## src/rtl/autosym_eval.sv

```systemverilog
// autosym_eval: two-stage pipelined evaluator of f(x) = TT[z], z[i] = ^(x & ROW[i]), with CFG/RUN/DRAIN control.
// Optional macro AUTOSYM_CNT_EN adds ones_cnt, a saturating count of delivered y=1 results.
module autosym_eval #(
  parameter int N_IN = 8,
  parameter int K = 4,
  localparam int AW = (K > 1) ? $clog2(K) : 1
) (
  input  logic            clk,
  input  logic            rst,
  input  logic            cfg_row_we,
  input  logic [AW-1:0]   cfg_row_addr,
  input  logic [N_IN-1:0] cfg_row_data,
  input  logic            cfg_tt_we,
  input  logic [K-1:0]    cfg_tt_addr,
  input  logic            cfg_tt_bit,
  input  logic            cfg_lock,
  input  logic            cfg_unlock,
  input  logic            in_valid,
  output logic            in_ready,
  input  logic [N_IN-1:0] x,
  output logic            out_valid,
  input  logic            out_ready,
  output logic            y,
  output logic            running
`ifdef AUTOSYM_CNT_EN
  ,
  output logic [15:0]     ones_cnt
`endif
);
  typedef enum logic [1:0] {CFG, RUN, DRAIN} state_t;
  state_t r_state, w_next;
  logic [N_IN-1:0] r_row [K];
  logic [2**K-1:0] r_tt;
  logic [K-1:0] r_z, w_z;
  logic r_v1, r_v2, r_y, w_adv2, w_acc;
  always_ff @(posedge clk)
    if (rst) r_state <= CFG;
    else r_state <= w_next;
  always_comb begin
    w_next = (r_state == CFG && cfg_lock) ? RUN :
             (r_state == RUN && cfg_unlock) ? DRAIN :
             (r_state == DRAIN && !r_v1 && !r_v2) ? CFG : r_state;
    w_adv2 = !r_v2 || out_ready;
    in_ready = (r_state == RUN) && (!r_v1 || w_adv2);
    w_acc = in_valid && in_ready;
    running = r_state == RUN;
    out_valid = r_v2;
    y = r_y;
    w_z = '0;
    for (int i = 0; i < K; i++) w_z[i] = ^(x & r_row[i]);
  end
  // Configuration is frozen outside CFG so DRAIN finishes with the captured table.
  always_ff @(posedge clk)
    if (rst) begin
      for (int i = 0; i < K; i++) r_row[i] <= '0;
      r_tt <= '0;
    end else if (r_state == CFG) begin
      if (cfg_row_we) r_row[cfg_row_addr] <= cfg_row_data;
      if (cfg_tt_we) r_tt[cfg_tt_addr] <= cfg_tt_bit;
    end
  always_ff @(posedge clk)
    if (rst) begin
      r_v1 <= 1'b0;
      r_v2 <= 1'b0;
      r_z <= '0;
      r_y <= 1'b0;
    end else begin
      if (w_adv2 || !r_v1) begin
        r_v1 <= w_acc;
        if (w_acc) r_z <= w_z;
      end
      if (w_adv2) begin
        r_v2 <= r_v1;
        if (r_v1) r_y <= r_tt[r_z];
      end
    end
`ifdef AUTOSYM_CNT_EN
  logic [15:0] r_cnt;
  always_ff @(posedge clk)
    if (rst || (r_state == CFG && cfg_lock)) r_cnt <= '0;
    else if (r_v2 && out_ready && r_y && r_cnt != 16'hFFFF) r_cnt <= r_cnt + 16'd1;
  assign ones_cnt = r_cnt;
`endif
endmodule

```

## config.mk

```make
export PLATFORM = sky130hd
export DESIGN_NAME = autosym_eval
export DESIGN_NICKNAME = d
export VERILOG_FILES = /design/src/rtl/autosym_eval.sv
export SDC_FILE = /design/constraint.sdc
export NUM_CORES = 1
export LEC_CHECK = 0
export ABC_AREA = 1
export CORE_MARGIN = 3
export CORE_UTILIZATION = 61
export CTS_CLUSTER_DIAMETER = 30
export DETAILED_ROUTE_END_ITERATION = 10
export GPL_TIMING_DRIVEN = 0
export PLACE_DENSITY = 0.82
export SLEW_MARGIN = 30
export SYNTH_ARGS = -nofsm -noshare
export SYNTH_HDL_FRONTEND = slang
export SYNTH_SLANG_ARGS = --single-unit
export TNS_END_PERCENT = 5
```

## constraint.sdc

```tcl
create_clock -name clk -period 3.7 [get_ports clk]
set_input_delay 1.11 -clock clk [delete_from_list [all_inputs] [get_ports clk]]
set_output_delay 1.11 -clock clk [all_outputs]
set_load 0.05 [all_outputs]
```

==> flow_results.org <==
** Drt
- Summed over all layers, the routed wires come to 7690 um.
- The first detailed-routing pass took 5 iterations.
- Number of remaining DRC errors :: 0
- In the final routed layout, each cell accounts on average for 12.5 um.
- Vias post-DR :: 3165
- After detailed routing, the number of vias per cell comes to 5.15.
- The first routing iteration left 178 violations.
- In this run the remaining antenna-violating nets after routing total 0.

** Pwr
- In this run the static leakage power is 2.04 nW.
- Worst-case vdd ir drop :: 286 uV
- In this run the power density over the cells is 382 nW/um^2.

** CTS
- Sink Count :: 57
- Post-CTS timing repair inserted 0 buffers for setup.
- Resize count post-CTS :: 1
- Clock-pin slew was measured on the worst setup and hold paths at 0.07 ns.
- Clk_lat worst skew :: 0.33 ns
- Number of hold buffers added after cts :: 0
- In this run the clock root is driven by a sky130_fd_sc_hd__clkbuf_8.
- Number of buffers on the longest clock path :: 2
- The H-tree was split into 3 levels.
- The number of clock buffers added by TritonCTS is 9.
- Clock tree from TritonCTS :: yes

** Layout
- Share of final-layout standard cells stronger than drive strength 1 :: 0.0735
- Layout filler cell count :: 428
- 0 antenna diodes ended up in the layout.
- The area growth from synthesis to layout is 18.4%.
- In the final design database the tool counted 571 nets.
- Fin util :: 0.755

** STA
- Final worst path period need :: roughly 3.5 ns
- Transition time at the pin with the least slew margin :: 0.718 ns
- Final hold violation count :: 0
- Dividing the final minimum period by the clock period gives 0.941.
- Setup repair after global routing left no endpoint under its margin.
- Slew Limit Headroom :: 0.518
- Setup violators final :: 0
- FMAX :: 0.287 GHz
- Between clock sinks in the finished design, the worst skew comes to about 0.0073 ns.
- The final max-slew violation count is 0.
- Final hold slack :: 0.475 ns
- Once routing completed, OpenROAD measured the worst setup slack at 0.218 ns.

** Worst setup path
- For the worst setup path, the data required time is 2.59 ns.
- Worst reg2reg startpoint :: r_state[0]$_SDFFE_PP0P_
- Library cell contributing the largest single delay on the critical path :: sky130_fd_sc_hd__dlygate4sd2_1
- Endpoint kind of the worst setup timing path :: primary output
- Cell-by-cell trace of the critical path :: clkdlybuf4s50_1, inv_1, nand3_1, nand2_1, inv_2, dlygate4sd2_1
- In this run the critical register-to-register path is captured at r_row[0][4]$_SDFFCE_PN0P_.
- The critical path in this run is classified as in2out.
- Along the worst path, the maximum fanout reaches 2.
- Setup slack of the most critical reg-to-reg path :: 2.02 ns
- Cells on worst reg2reg path :: 7
- Arrival time of the worst setup path :: 2.37 ns
- Tracing the worst setup path back leads to its startpoint at out_ready.
- The worst setup path is launched from an input pin.
- Largest stage delay on the critical path :: between 0.5 and 0.6 ns

** GRT
- Maximum number of pins on one net before global-route repair :: 11
- Overall routing resource usage :: 0.263
- Global-route wire length before repair :: 12700 um
- Overflow left after global routing :: 0
- Via count of the first global-routing pass :: 2848
- The initial antenna violation count came to 0.

** Place
- Port buffering added 34 buffers.
- OpenSTA, run right after detailed placement, puts the worst setup slack at -0.0578 ns.
- Routability-driven placement finished with a final weighted congestion of around 0.87.
- Detailed placer's ending HPWL :: a little over 6000 um

** Synth
- Summing every instance area after synthesis gives ~3300 um^2.
- Warnings, synthesis :: 0
- The cell count after synthesis came out at 495.
- Of the total synthesized cell area, the portion taken by XOR and XNOR cells is 0.
- Largest cells by area after synthesis :: sky130_fd_sc_hd__edfxtp_1 29%, sky130_fd_sc_hd__nand2_1 26%, sky130_fd_sc_hd__dfxtp_1 15%
- Post-synthesis simple-gate area fraction :: 0.393
- Sequential fraction of the synthesis area :: 0.443
- Share of cell area taken by muxes after synthesis :: 0
- Count of different cell masters after synthesis :: 24
- The synthesized design contains 57 register bits.
- Of the total synthesized cell area, the portion taken by full adders, half adders and majority gates is 0.
- The post-synthesis compound-gate area fraction was 0.0638.
- Share of the synthesized area in the top cell type :: 0.291
- After synthesis, the largest family of logic cells by area is simple AND/OR/NAND/NOR gates.
- Average instance area after synthesis :: 6.66 um^2
- Net Count, Synth :: 526
- Dominant cell type by area after synthesis :: sky130_fd_sc_hd__edfxtp_1

** Worst hold path
- Hold Crit Class :: reg2reg
- In this run the most critical hold path is launched from r_tt[12]$_SDFFE_PP0P_.
- Cells on Worst Hold Path :: 2
- Worst hold endpoint :: r_tt[12]$_SDFFE_PP0P_

** Floorplanning
- From left edge to right edge, the die measures 79.5 um.
- The initial utilization of the core area, before any placement, comes to 0.637.
- Total number of placement rows :: 26
- The floorplan step defined a die boundary enclosing 6320 um^2.
- Height of the die :: 79.5 um
- After floorplanning, the core was sized to cover 5170 um^2.
- 35 I/O pins were placed.

** Job
- Max-cap check violation count :: 0

** Status
- The run finished with clean final reports.
==> metrics by stage <==
step	area (um^2)	TNS [ns]	cells	power (mW)
global route	3910	0	614	1.55
CTS	3910	0	614	1.49
floorplan	3300	0	495	0.878
detailed placement	3730	-0.0578	599	0.968
finish	3910	0	614	1.49
global placement	3720	-0.0420	599	0.957
==> layout by cell type (no fill, tap or decap) <==
master,Yosys,final
sky130_fd_sc_hd__nor3_4,1,1
sky130_fd_sc_hd__clkbuf_8,0,9
sky130_fd_sc_hd__o31ai_2,0,1
sky130_fd_sc_hd__o21ai_1,5,6
sky130_fd_sc_hd__nand2_2,5,5
sky130_fd_sc_hd__clkinv_2,2,5
sky130_fd_sc_hd__nor2_1,36,36
sky130_fd_sc_hd__nor3_1,8,8
sky130_fd_sc_hd__a22oi_1,1,1
sky130_fd_sc_hd__inv_1,71,71
sky130_fd_sc_hd__inv_2,6,6
sky130_fd_sc_hd__a21oi_1,22,22
sky130_fd_sc_hd__bufinv_16,0,1
sky130_fd_sc_hd__dfxtp_1,25,25
sky130_fd_sc_hd__buf_1,1,1
sky130_fd_sc_hd__nand2_1,225,225
sky130_fd_sc_hd__edfxtp_1,32,32
sky130_fd_sc_hd__nor2_2,4,4
sky130_fd_sc_hd__nor2_4,2,2
sky130_fd_sc_hd__nand3_4,2,2
sky130_fd_sc_hd__clkdlybuf4s50_1,0,33
sky130_fd_sc_hd__buf_2,3,3
sky130_fd_sc_hd__nand3_1,27,27
sky130_fd_sc_hd__nand2_4,1,1
sky130_fd_sc_hd__dlygate4sd2_1,0,1
sky130_fd_sc_hd__o21ai_0,12,11
sky130_fd_sc_hd__clkinv_1,2,2
sky130_fd_sc_hd__clkbuf_1,1,3
==> flip-flops by register name, summed over array words and instances (netlist names) <==
register,count
r_row,32
out_valid,1
r_tt,16
r_z,4
r_v1,1
y,1
r_state,2
==> layer usage <==
| metal | vias up | global-route usage | share of wire |
|---|---|---|---|
| met5 | - | 0 | 0 |
| met4 | 0 | 0.0997 | 0.021 |
| met1 | 1422 | 0.364 | 0.47 |
| met3 | 16 | 0.0553 | 0.058 |
| li1 | 1615 | - | - |
| met2 | 112 | 0.405 | 0.45 |
==> worst max path at each step <==
stage / end / slack (ns) / cells past startpoint
after detailed placement: in_ready / -0.06 / 6
after floorplan: in_ready / 1.07 / 4
after global routing: in_ready / 0.16 / 6
after global placement: in_ready / -0.04 / 6
final: in_ready / 0.22 / 6
after CTS: in_ready / 0.21 / 6
==> critical path: cells and delay by family <==
family / cells / cell delay, ns
and+or+nand+nor: 2 / 0.15
buffers and inverters: 4 / 1.12
==> synth_stat cells <==
cell                       instances
sky130_fd_sc_hd__nand2_1         225
sky130_fd_sc_hd__inv_1            71
sky130_fd_sc_hd__nor2_1           36
sky130_fd_sc_hd__edfxtp_1         32
sky130_fd_sc_hd__nand3_1          27
sky130_fd_sc_hd__dfxtp_1          25
sky130_fd_sc_hd__a21oi_1          22
sky130_fd_sc_hd__o21ai_0          12
sky130_fd_sc_hd__nor3_1            8
sky130_fd_sc_hd__inv_2             6
sky130_fd_sc_hd__nand2_2           5
sky130_fd_sc_hd__o21ai_1           5
sky130_fd_sc_hd__nor2_2            4
sky130_fd_sc_hd__buf_2             3
sky130_fd_sc_hd__clkinv_1          2
sky130_fd_sc_hd__clkinv_2          2
sky130_fd_sc_hd__nand3_4           2
sky130_fd_sc_hd__nor2_4            2
sky130_fd_sc_hd__a22oi_1           1
sky130_fd_sc_hd__buf_1             1
sky130_fd_sc_hd__clkbuf_1          1
sky130_fd_sc_hd__nand2_4           1
sky130_fd_sc_hd__nor3_4            1
sky130_fd_sc_hd__o31ai_1           1
==> report_power, final <==
part / internal (mW) / switching, mW / total (mW)
Combinational: 0.0859 / 0.156 / 0.242
Sequential: 0.699 / 0.0159 / 0.715
Clock: 0.304 / 0.230 / 0.534
Total: 1.09 / 0.402 / 1.49
==> final cells by class <==
| cell class | instances | area [um^2] | area share |
|---|---|---|---|
| multi-input combinational | 352 | 1510 | 0.387 |
| sequential | 57 | 1460 | 0.374 |
| timing repair buffer | 34 | 339 | 0.0868 |
| inverter | 81 | 307 | 0.0785 |
| clock buffer | 11 | 131 | 0.0336 |
| tap | 70 | 87.6 | 0.0224 |
| clock inverter | 4 | 45.0 | 0.0115 |
| buffer | 5 | 22.5 | 0.00577 |
==> logic make-up (layout without fill, tap and decap cells) <==
family / after synthesis / count (layout)
AO/OA/AOI/OAI: 41 / 41
AND/OR/NAND/NOR: 311 / 311
buffers and inverters: 86 / 135
flip-flops: 57 / 57
No activity file was read; power rests on OpenSTA's default activity.
